## src/rtl/mux_sel_scheduler.sv

```systemverilog
// Round-robin 2:1 mux select generator; grants capped at HOLD cycles under contention.
// Latency: 1 cycle, all outputs registered; no backpressure, en=0 freezes every register.
module mux_sel_scheduler #(
   parameter int HOLD = 4,
   parameter int SWW  = 8
) (
   input  logic           clk,
   input  logic           rst,
   input  logic           en,
   input  logic           req0,
   input  logic           req1,
   output logic           sel,
   output logic           gnt0,
   output logic           gnt1,
   output logic           busy,
   output logic [SWW-1:0] switch_cnt
);

   typedef enum logic [1:0] {IDLE, GRANT0, GRANT1} state_t;

   localparam logic [7:0] CNT_MAX = 8'(HOLD - 1);

   state_t     state, state_nx;
   logic [7:0] cnt, cnt_nx;
   logic       last, last_nx;
   logic       sel_nx;
   logic       go, gto, swap;
   logic       own, req_own, req_oth;

   always_comb begin
      state_nx = state;
      cnt_nx   = cnt;
      last_nx  = last;
      go       = 1'b0;
      gto      = 1'b0;
      swap     = 1'b0;
      own      = (state == GRANT1);
      req_own  = own ? req1 : req0;
      req_oth  = own ? req0 : req1;

      case (state)
         IDLE: begin
            if (req0 && req1) begin
               go  = 1'b1;
               gto = ~last;
            end else if (req0 || req1) begin
               go  = 1'b1;
               gto = req1;
            end
         end
         GRANT0, GRANT1: begin
            if (!req_own) begin
               if (req_oth) begin
                  go   = 1'b1;
                  gto  = ~own;
                  swap = 1'b1;
               end else begin
                  state_nx = IDLE;
               end
            end else if (cnt == CNT_MAX) begin
               // Dwell expired: yield if the other side waits, else re-grant self.
               go   = 1'b1;
               gto  = req_oth ? ~own : own;
               swap = req_oth;
            end else begin
               cnt_nx = cnt + 8'd1;
            end
         end
         default: state_nx = IDLE;
      endcase

      if (go) begin
         state_nx = gto ? GRANT1 : GRANT0;
         cnt_nx   = 8'd0;
         last_nx  = gto;
      end

      // In IDLE the select holds so the mux output does not glitch.
      case (state_nx)
         GRANT0:  sel_nx = 1'b0;
         GRANT1:  sel_nx = 1'b1;
         default: sel_nx = sel;
      endcase
   end

   always_ff @(posedge clk) begin
      if (rst) begin
         state      <= IDLE;
         cnt        <= 8'd0;
         last       <= 1'b1;
         sel        <= 1'b0;
         gnt0       <= 1'b0;
         gnt1       <= 1'b0;
         busy       <= 1'b0;
         switch_cnt <= '0;
      end else if (en) begin
         state <= state_nx;
         cnt   <= cnt_nx;
         last  <= last_nx;
         sel   <= sel_nx;
         gnt0  <= (state_nx == GRANT0);
         gnt1  <= (state_nx == GRANT1);
         busy  <= (state_nx != IDLE);
         if (swap)
            switch_cnt <= switch_cnt + SWW'(1);
      end
   end

endmodule

```

## config.mk

```make
export PLATFORM = sky130hd
export DESIGN_NAME = mux_sel_scheduler
export DESIGN_NICKNAME = d
export VERILOG_FILES = /design/src/rtl/mux_sel_scheduler.sv
export SDC_FILE = /design/constraint.sdc
export NUM_CORES = 1
export LEC_CHECK = 0
export CORE_AREA = 2 2 60 62
export CTS_BUF_LIST = sky130_fd_sc_hd__clkbuf_2
export CTS_CLUSTER_SIZE = 40
export DETAILED_ROUTE_END_ITERATION = 8
export DIE_AREA = 0 0 62 64
export GPL_ROUTABILITY_DRIVEN = 1
export GPL_TIMING_DRIVEN = 0
export PLACE_DENSITY = 0.58
export SETUP_SLACK_MARGIN = 0.15
export SYNTH_ARGS = -nofsm -noshare
export SYNTH_HDL_FRONTEND = slang
export SYNTH_SLANG_ARGS = --single-unit
export TNS_END_PERCENT = 5
```

## constraint.sdc

```tcl
create_clock -name clk -period 5.75 [get_ports clk]
set_input_delay 0.8625 -clock clk [delete_from_list [all_inputs] [get_ports clk]]
set_output_delay 0.8625 -clock clk [all_outputs]
set_load 0.01 [all_outputs]
```

==> results of run 1 <==
## sequential cells by signal (all words and copies together) (netlist names)
name	count
cnt	8
sel	1
last	1
gnt1	1
state	2
switch_cnt	8
gnt0	1
busy	1
## cells by family (layout without fill, tap and decap cells)
kind of cell | Yosys count | after routing | share of synthesized area (%)
flops | 23 | 23 | 36.4
xor+xnor | 8 | 8 | 5.54
buf+inv | 14 | 34 | 4.16
compound gates | 37 | 37 | 19.3
simple gates | 61 | 61 | 24.3
fa+ha+maj | 8 | 8 | 7.92
mux | 3 | 3 | 2.38
## synth_stat cells
library cell / n
inv_1: 11
nor4b_4: 1
or3_1: 1
nand2_1: 15
nor2_1: 15
ha_1: 8
nand4_1: 2
a211oi_1: 3
o31ai_1: 2
clkbuf_1: 3
nand3_1: 9
nand2b_1: 3
a21oi_1: 11
a221o_1: 1
o31ai_2: 1
and4_1: 1
and3_1: 3
nor4_1: 3
a211o_1: 4
xnor2_1: 8
a21o_1: 2
o311a_1: 1
o21ai_2: 1
a21boi_0: 1
or2_2: 1
o21ai_0: 8
mux2i_1: 3
nor3_1: 7
o22ai_1: 2
dfxtp_1: 23
## per-stage QoR
stage,instance area [µm²],worst slack (ns),hold slack [ns],std cells,total power (W)
floorplan,1260,3.32,0.451,154,0.000218
global placement,1480,2.47,0.451,216,0.000237
detailed placement,1480,2.47,0.452,216,0.000238
CTS,1500,2.85,0.477,220,0.000306
global route,1500,2.61,0.506,220,0.000324
finish,1500,2.84,0.473,220,0.000304
## final cells by class
type / instances / area, µm² / area share, %
Buffer: 3 / 11.3 / 0.750
Clock buffer: 4 / 20.0 / 1.33
Inverter: 11 / 41.3 / 2.75
Multi-Input combinational cell: 117 / 751 / 50.0
Sequential cell: 23 / 460 / 30.7
Tap cell: 46 / 57.6 / 3.83
Timing Repair Buffer: 16 / 160 / 10.7
## cells in the final DEF, fill, tap and decap left out, types with 4 or more instances in the layout
cell,n
nand2_1,15
dfxtp_1,23
nand3_1,9
a211o_1,4
a21oi_1,11
inv_1,11
ha_1,8
clkdlybuf4s50_1,16
o21ai_0,8
xnor2_1,8
nor3_1,7
nor2_1,15
clkbuf_2,4
## power by group through the flow
stage	Combinational [W]	Sequential, W	Clock, W
after floorplan	0.0000446	0.000173	0
after global routing	0.0000748	0.000170	0.0000787
after detailed placement	0.0000656	0.000172	0
final	0.0000662	0.000169	0.0000690
after global placement	0.0000646	0.000172	0
after CTS	0.0000662	0.000169	0.0000707
## tightest hold or removal path, stage by stage, from the launching register on
cell,delay (ns)
dfxtp_1,0.36
nand2_1,0.05
a21oi_1,0.05
## worst paths after layout
kind,cells past startpoint,slack (ns),endpoint,from
worst min register to register,2,0.47,sel,sel
worst max register to register,10,3.14,sel,state[0]
worst max-delay path,9,2.84,sel,req1
worst min-delay path,2,0.47,sel,sel
## metal layers
layer	GRT usage [%]	wire [µm]	share of wire [%]	vias up
li1	-	-	-	590
met1	19.3	1300	49	532
met2	22.7	1230	46	16
met3	2.83	101	3.8	4
met4	5.32	31	1.2	0
met5	0	0	0	-
==> metrics.md, run 1 <==
| Metric | Value |
|---|---|
| Status | `finished clean` |
| Max rail drop VDD | `0.0986 mV` |
| Syn Inst Count | `154` |
| H-tree levels | `1` |
| Setup TNS | `0 ns` |
| Die ar. | `0.00397 mm²` |
| DPL Wire Length | `1960 µm` |
| Post-layout util | `45.7%` |
| Max Clk Rate | `344 MHz` |
| Slew margin rel. | `53.4%` |
| CTS sink cnt | `23` |
| Max incr delay on CP | `0.57 ns` |
| Final Hold Vio Count | `0` |
| Clock Power Share | `22.7%` |
| Clock Path Buffers | `2` |
| RSZ-0062 raised after global routing | `no` |
| Vias in the first global route | `1,054` |
| Remaining antenna violation count after routing | `0` |
| Kind of cell adding the most delay to the critical path | `compound AO/OA/AOI/OAI gates` |
| CP max stage cell | `clkdlybuf4s50_1` |
| Post-synth top area share | `36.4%` |
| Via count | `1,142` |
| Initial Util | `38.5%` |
| Postcts setup bufs | `0` |
| GRT overflow | `0` |
| Yosys warns | `0` |
| Netlist cell types | `30` |
| Critical path data required time | `6.04 ns` |
| Initial antenna violation count | `0` |
| Number of I/O pins | `17` |
| Count of final setup violators | `0` |
| Clk pin slew, worst setup/hold paths | `0.23 ns` |
| GP Congestion | `0.768` |
| Sequential Power Share | `55.6%` |
| CORE AREA | `0.00328 mm²` |
| Largest net degree at the start of global routing | `13` |
| Initial DRT Pass Iterations | `4` |
| Final critical-path share of the clock period | `50.6%` |
| Area growth, synth to finish | `18.8%` |
| CTS Buf Count | `3` |
| Synth area leaders | `dfxtp_1 36%, ha_1 7.9%, xnor2_1 5.5%, nand2_1 4.5%, nor2_1 4.5%` |
| PostCTS Resize Cnt | `0` |
| DR iter-0 viols | `37` |
| Synthesized area | `0.00126 mm²` |
| Setup crit end kind | `register` |
| Post-synthesis sequential area ratio | `36.4%` |
| Net switching power | `0.0000926 W` |
| Sw frac | `30.4%` |
| Max-cap violations | `0` |
| Synth Register Bits | `23` |
| Drt wl/cell | `12.1 µm` |
| Buf/Inv on CP | `1` |
| Worst path cell trace | `clkdlybuf4s50_1, mux2i_1, a211o_1, o31ai_1, a21oi_1, ha_1, nand2_1, nand2_1, a21oi_1` |
| ANT cells | `0` |
| Global-route wire length before repair | `4490 µm` |
| GRT Util Overall | `14.5%` |
| DR DRC count | `0` |
| Worst setup SP type | `input pin` |
| Pins over their slew limit | `0` |
| Fin nets | `188` |
| Pwr dens | `203 mW/mm²` |
| Die X | `62 µm` |
| Measured slew at the worst slew-check pin | `0.694 ns` |
| Fill cell count | `334` |
| Share of layout cells above drive strength 1 | `4.60%` |
| Final Skew | `0.00929 ns` |
| Worst-skew pair later-pin latency | `0.33 ns` |
| CTS tree | `yes` |
| Root Buffer | `clkbuf_2` |
| Die H | `64 µm` |
| Crit-path max FO | `6` |
| P_int | `0.000212 W` |
| Syn avg cell area | `8.21 µm²` |
| Critical Setup Path Class | `input pin to register` |
| Mapped Nets | `167` |
| Area leader, netlist | `dfxtp_1` |
| Combinational Power Share | `21.7%` |
| Minimum clock period | `2.91 ns` |
| Port bufs | `16` |
| CP arrival | `3.20 ns` |
| Hold crit path type | `register to register` |
| Hold_buf cts | `0` |
| Vias/cell | `5.19` |
| Row count | `21` |
| Static leakage | `0.529 nW` |
| DRT Wirelength | `2660 µm` |
Power figures use the tool's default switching activity.
==> run 2: changes to the inputs <==
Clock period 5.75 ns to 2.8 ns, I/O delays scaled along.
==> run 2 against run 1 <==
Against the previous run: combinational power increased by 110%; clock power increased by 100%; critical path depth increased by 1; total power increased by 110%; clock-buffer cell count unchanged; via count about the same; sequential cell count unchanged; global-route usage unchanged; wire length increased by 0.49%; worst setup slack got worse by 2.5 ns; first-iteration DRC count increased by 16%; register-to-register slack got worse by 2.8 ns.
==> metrics.md, run 2 (synthesis gave the netlist of run 1 again) <==
| Metric | Value |
|---|---|
| Slew margin rel. | `51.9%` |
| Critical Setup Path Class | `register to register` |
| HP Start | `sel` |
| GRT overflow | `0` |
| Fin nets | `188` |
| Commonest non-fill, non-tap cell in the layout | `dfxtp_1` |
| Final Hold Vio Count | `0` |
| RSZ-0062 raised after global routing | `no` |
| Share of layout cells above drive strength 1 | `5.17%` |
| Number of I/O pins | `17` |
| Initial antenna violation count | `0` |
| Hold Crit Depth | `2` |
| ANT cells | `0` |
| Worst path cell trace | `inv_1, ha_1, nor2_1, nor3_1, and3_1, a21oi_1, ha_1, nand2_1, nand2_1, a21oi_1` |
| Hold_buf cts | `0` |
| Die ar. | `0.00397 mm²` |
| H-tree levels | `1` |
| Largest net degree at the start of global routing | `13` |
| Final critical-path share of the clock period | `87.3%` |
| Initial DRT Pass Iterations | `5` |
| DR DRC count | `0` |
| Root Buffer | `clkbuf_2` |
| Top Registers | `cnt (8), switch_cnt (8), state (2)` |
| Worst setup SP type | `register` |
| Most frequent cells in the layout | `23 x dfxtp_1, 16 x clkdlybuf4s50_1, 15 x nor2_1, 15 x nand2_1` |
| Die X | `62 µm` |
| Worst-skew pair later-pin latency | `0.33 ns` |
| Port bufs | `16` |
| Post-layout util | `46.1%` |
| DR iter-0 viols | `43` |
| Critical path data required time | `3.09 ns` |
| Clk pin slew, worst setup/hold paths | `0.23 ns` |
| Buf/Inv on CP | `1` |
| Static leakage | `0.531 nW` |
| Vias in the first global route | `1,054` |
| DPL Wire Length | `1960 µm` |
| Dpl cells | `216` |
| Status | `finished clean` |
| Via count | `1,141` |
| GP Congestion | `0.768` |
| Kind of cell adding the most delay to the critical path | `simple AND/OR/NAND/NOR gates` |
| DRT Wirelength | `2670 µm` |
| Die H | `64 µm` |
| Count of final setup violators | `0` |
| Hold crit path type | `register to register` |
| Remaining antenna violation count after routing | `0` |
| CTS sink cnt | `23` |
| Origin of the worst setup path | `state[0]` |
| Reg-to-Reg Start | `state[0]` |
| Pwr dens | `415 mW/mm²` |
| Initial Util | `38.5%` |
| Vias/cell | `5.19` |
| CORE AREA | `0.00328 mm²` |
| Design Area, Final | `0.00152 mm²` |
| CTS Buf Count | `3` |
| Max Clk Rate | `409 MHz` |
| WP depth | `10` |
| Final Skew | `0.00801 ns` |
| Measured slew at the worst slew-check pin | `0.716 ns` |
| Row count | `21` |
| Setup crit end kind | `register` |
| Max rail drop VDD | `0.203 mV` |
| Drt wl/cell | `12.2 µm` |
| Max incr delay on CP | `0.56 ns` |
| Global-route wire length before repair | `4490 µm` |
| Area growth, synth to finish | `19.9%` |
| Max-cap violations | `0` |
| Cell depth of the worst flop-to-flop path | `10` |
| Pwr Total | `0.000628 W` |
| Pins over their slew limit | `0` |
| Setup ws final | `0.355 ns` |
| Post-DP Area | `0.00148 mm²` |
| Minimum clock period | `2.44 ns` |
| CP arrival | `2.73 ns` |
| Crit-path max FO | `6` |
| CTS tree | `yes` |
| Finished Layout Cells | `220` |
| Clock Path Buffers | `2` |
| Place WS | `-0.0348 ns` |
| GRT Util Overall | `14.5%` |
| CP max stage cell | `nor3_1` |
-- run 2: cell counts in the layout (fill, tap and decap cells not counted) --
No cell type changed its count.
-- run 2: final timing paths --
path / to / slack [ns]
max: sel / 0.36
min: sel / 0.47
max reg2reg: sel / 0.36
min reg2reg: sel / 0.47
-- run 2: report_power, final --
part,leakage (nW),total [W],switching [W],internal [W]
registers,0.186,0.000347,0.00000786,0.000339
clock network,0.0166,0.000141,0.000104,0.0000377
logic,0.329,0.000140,0.0000809,0.0000591
-- run 2: final cells by class --
class | count | area, µm²
tap | 46 | 57.6
multi-input combinational | 117 | 764
fill | 332 | 1770
buffer | 3 | 11.3
sequential | 23 | 460
timing repair buffer | 16 | 160
inverter | 11 | 41.3
clock buffer | 4 | 20.0
-- run 2: worst min-delay path, delay by kind of cell, from the launching register on --
kind             cells  cell delay, ns
AND/OR/NAND/NOR      1            0.05
AO/OA/AOI/OAI        1            0.05
flip-flops           1            0.36
-- run 2: timing repair --
item,in CTS,in global routing
setup buffers,0,0
setup endpoints to repair,0,4
gates resized for setup,0,2
-- run 2: layer usage --
metal	part of all wire (%)	vias to the layer above	track usage (%)
li1	-	591	-
met1	48	529	19.3
met2	47	17	22.7
met3	3.9	4	2.83
met4	1.1	0	5.32
met5	0	-	0
-- run 2: stage by stage --
step | TNS [ns] | hold slack [ns]
4_1_cts | 0 | 0.477
5_1_grt | 0 | 0.506
6_report | 0 | 0.473
3_5_place_dp | -0.0348 | 0.452
2_1_floorplan | 0 | 0.451
3_3_place_gp | -0.0407 | 0.451
==> run 3: changes to the inputs <==
Settings changed: CORE_AREA 2 2 60 62 to 2 2 51 53, DIE_AREA 0 0 62 64 to 0 0 53 55, PLACE_DENSITY 0.58 to 0.77, RECOVER_POWER set to 25.
==> run 3 against run 2 <==
Against the previous run: total power down 1.2%; cell count down 7.3%; die area down 27%; worst setup slack better by 0.033 ns; combinational power about the same; critical path depth unchanged; wire length down 3.2%; sequential cell count unchanged; clock-buffer cell count unchanged; cell area down 0.99%; largest power group unchanged; highest routed layer unchanged.
==> metrics.md, run 3 (synthesis gave the netlist of run 1 again) <==
| Metric | Value |
|---|---|
| Post-DP Area | `0.00146 mm²` |
| CP arrival | `2.69 ns` |
| Postcts setup bufs | `0` |
| DRT Wirelength | `2590 µm` |
| Count of final setup violators | `0` |
| Row count | `18` |
| Commonest non-fill, non-tap cell in the layout | `dfxtp_1` |
| Die ar. | `0.00292 mm²` |
| HP Start | `sel` |
| Dpl cells | `200` |
| DR iter-0 viols | `12` |
| Top Registers | `cnt (8), switch_cnt (8), state (2)` |
| Max rail drop VDD | `0.260 mV` |
| Share of layout cells above drive strength 1 | `5.75%` |
| CORE AREA | `0.00236 mm²` |
| GP Congestion | `0.786` |
| Worst hold path endpoint | `sel` |
| Design Area, Final | `0.00150 mm²` |
| Worst setup SP type | `register` |
| Crit-path max FO | `6` |
| H-tree levels | `1` |
| ANT cells | `0` |
| Max-cap violations | `0` |
| CTS tree | `yes` |
| Area growth, synth to finish | `18.7%` |
| CTS sink cnt | `23` |
| Finished Layout Cells | `204` |
| Critical Setup Path Class | `register to register` |
| Number of I/O pins | `17` |
| Origin of the worst setup path | `state[0]` |
| Fin nets | `188` |
| Initial antenna violation count | `0` |
| Drt wl/cell | `12.7 µm` |
| Clock Path Buffers | `2` |
| Critical path data required time | `3.08 ns` |
| Die H | `55 µm` |
| Global-route wire length before repair | `4260 µm` |
| Initial Util | `53.4%` |
| Remaining antenna violation count after routing | `0` |
| GRT Util Overall | `19.8%` |
| DR DRC count | `0` |
| Final critical-path share of the clock period | `86.1%` |
| Largest net degree at the start of global routing | `13` |
| Area of the multi-input gates | `769 µm²` |
| Worst-skew pair later-pin latency | `0.33 ns` |
| Vias in the first global route | `1,012` |
| Place WS | `-0.0614 ns` |
| CTS Buf Count | `3` |
| Hold Crit Depth | `2` |
| Static leakage | `0.559 nW` |
| Most frequent cells in the layout | `23 x dfxtp_1, 15 x nor2_1, 15 x nand2_1` |
| Final Hold Vio Count | `0` |
| GRT overflow | `0` |
| Initial DRT Pass Iterations | `4` |
| Cell depth of the worst flop-to-flop path | `10` |
| Pins over their slew limit | `0` |
| Port bufs | `16` |
| Setup ws final | `0.388 ns` |
| Pwr Total | `0.000621 W` |
| DPL Wire Length | `1870 µm` |
| Fill cell count | `212` |
| Via count | `1,138` |
| Status | `finished clean` |
| Minimum clock period | `2.41 ns` |
| Pwr dens | `414 mW/mm²` |
| Root Buffer | `clkbuf_2` |
| Hold crit path type | `register to register` |
| Vias/cell | `5.58` |
| Clk pin slew, worst setup/hold paths | `0.20 ns` |
| Setup crit end kind | `register` |
| Slew margin rel. | `57.9%` |
| Reg-to-Reg Start | `state[0]` |
| Flop2flop setup slack | `0.39 ns` |
| RSZ-0062 raised after global routing | `no` |
| WHS | `0.480 ns` |
| Final Skew | `0.00363 ns` |
| R2r endpoint | `sel` |
| Die X | `53 µm` |
| Max Clk Rate | `415 MHz` |
| Register Area | `460 µm²` |
| Measured slew at the worst slew-check pin | `0.628 ns` |
-- run 3: cell count changes in the layout (fill, tap and decap cells not counted), sizes merged --
cell           previous run  this run
dlygate4sd3               0         8
clkdlybuf4s50            16         8
-- run 3: routing by layer --
metal / global-route usage (%) / share of wire (%) / vias to the layer above
met5: 0 / 0 / -
met4: 8.97 / 1.4 / 0
met3: 3.23 / 2.8 / 5
met2: 31.7 / 46 / 20
met1: 26.3 / 50 / 526
li1: - / - / 587
-- run 3: worst max path at each step --
stage,endpoint,slack [ns],cells after the start
after CTS,sel,0.28,10
after detailed placement,sel,-0.06,9
final,sel,0.39,10
after global routing,sel,0.17,10
after floorplan,sel,0.51,10
after global placement,sel,-0.003,9
-- run 3: per-stage QoR --
step                      TNS (ns)  utilization [%]
after floorplan                  0                -
after global placement    -0.00289             61.8
after detailed placement   -0.0614             61.8
after CTS                        0             62.9
after global routing             0             63.4
final                            0             63.4
-- run 3: critical path, stage by stage, from the launching register on --
cell     delay [ns]
dfxtp_1        0.44
inv_1          0.08
ha_1           0.25
mux2i_1        0.17
a211o_1        0.40
o31ai_4        0.27
a21oi_1        0.17
ha_1           0.31
nand2_1        0.07
nand2_1        0.05
a21oi_1        0.14
-- run 3: final cells by class --
| cell class | count | share of cell area, % |
|---|---|---|
| multi-input combinational | 117 | 51.3 |
| sequential | 23 | 30.7 |
| timing repair buffer | 16 | 10.7 |
| inverter | 11 | 2.75 |
| tap | 30 | 2.50 |
| clock buffer | 4 | 1.33 |
| buffer | 3 | 0.751 |
-- run 3: what timing repair did --
action                     CTS  global route
setup endpoints to repair    1             1
hold endpoints to repair     0             0
gates resized for setup      1             2
hold buffers                 0             0
-- run 3: report_power, final --
group          leakage [nW]  internal, W  switching, W
Clock                0.0166    0.0000378     0.0000966
Combinational         0.356    0.0000578     0.0000821
Sequential            0.186     0.000339    0.00000787
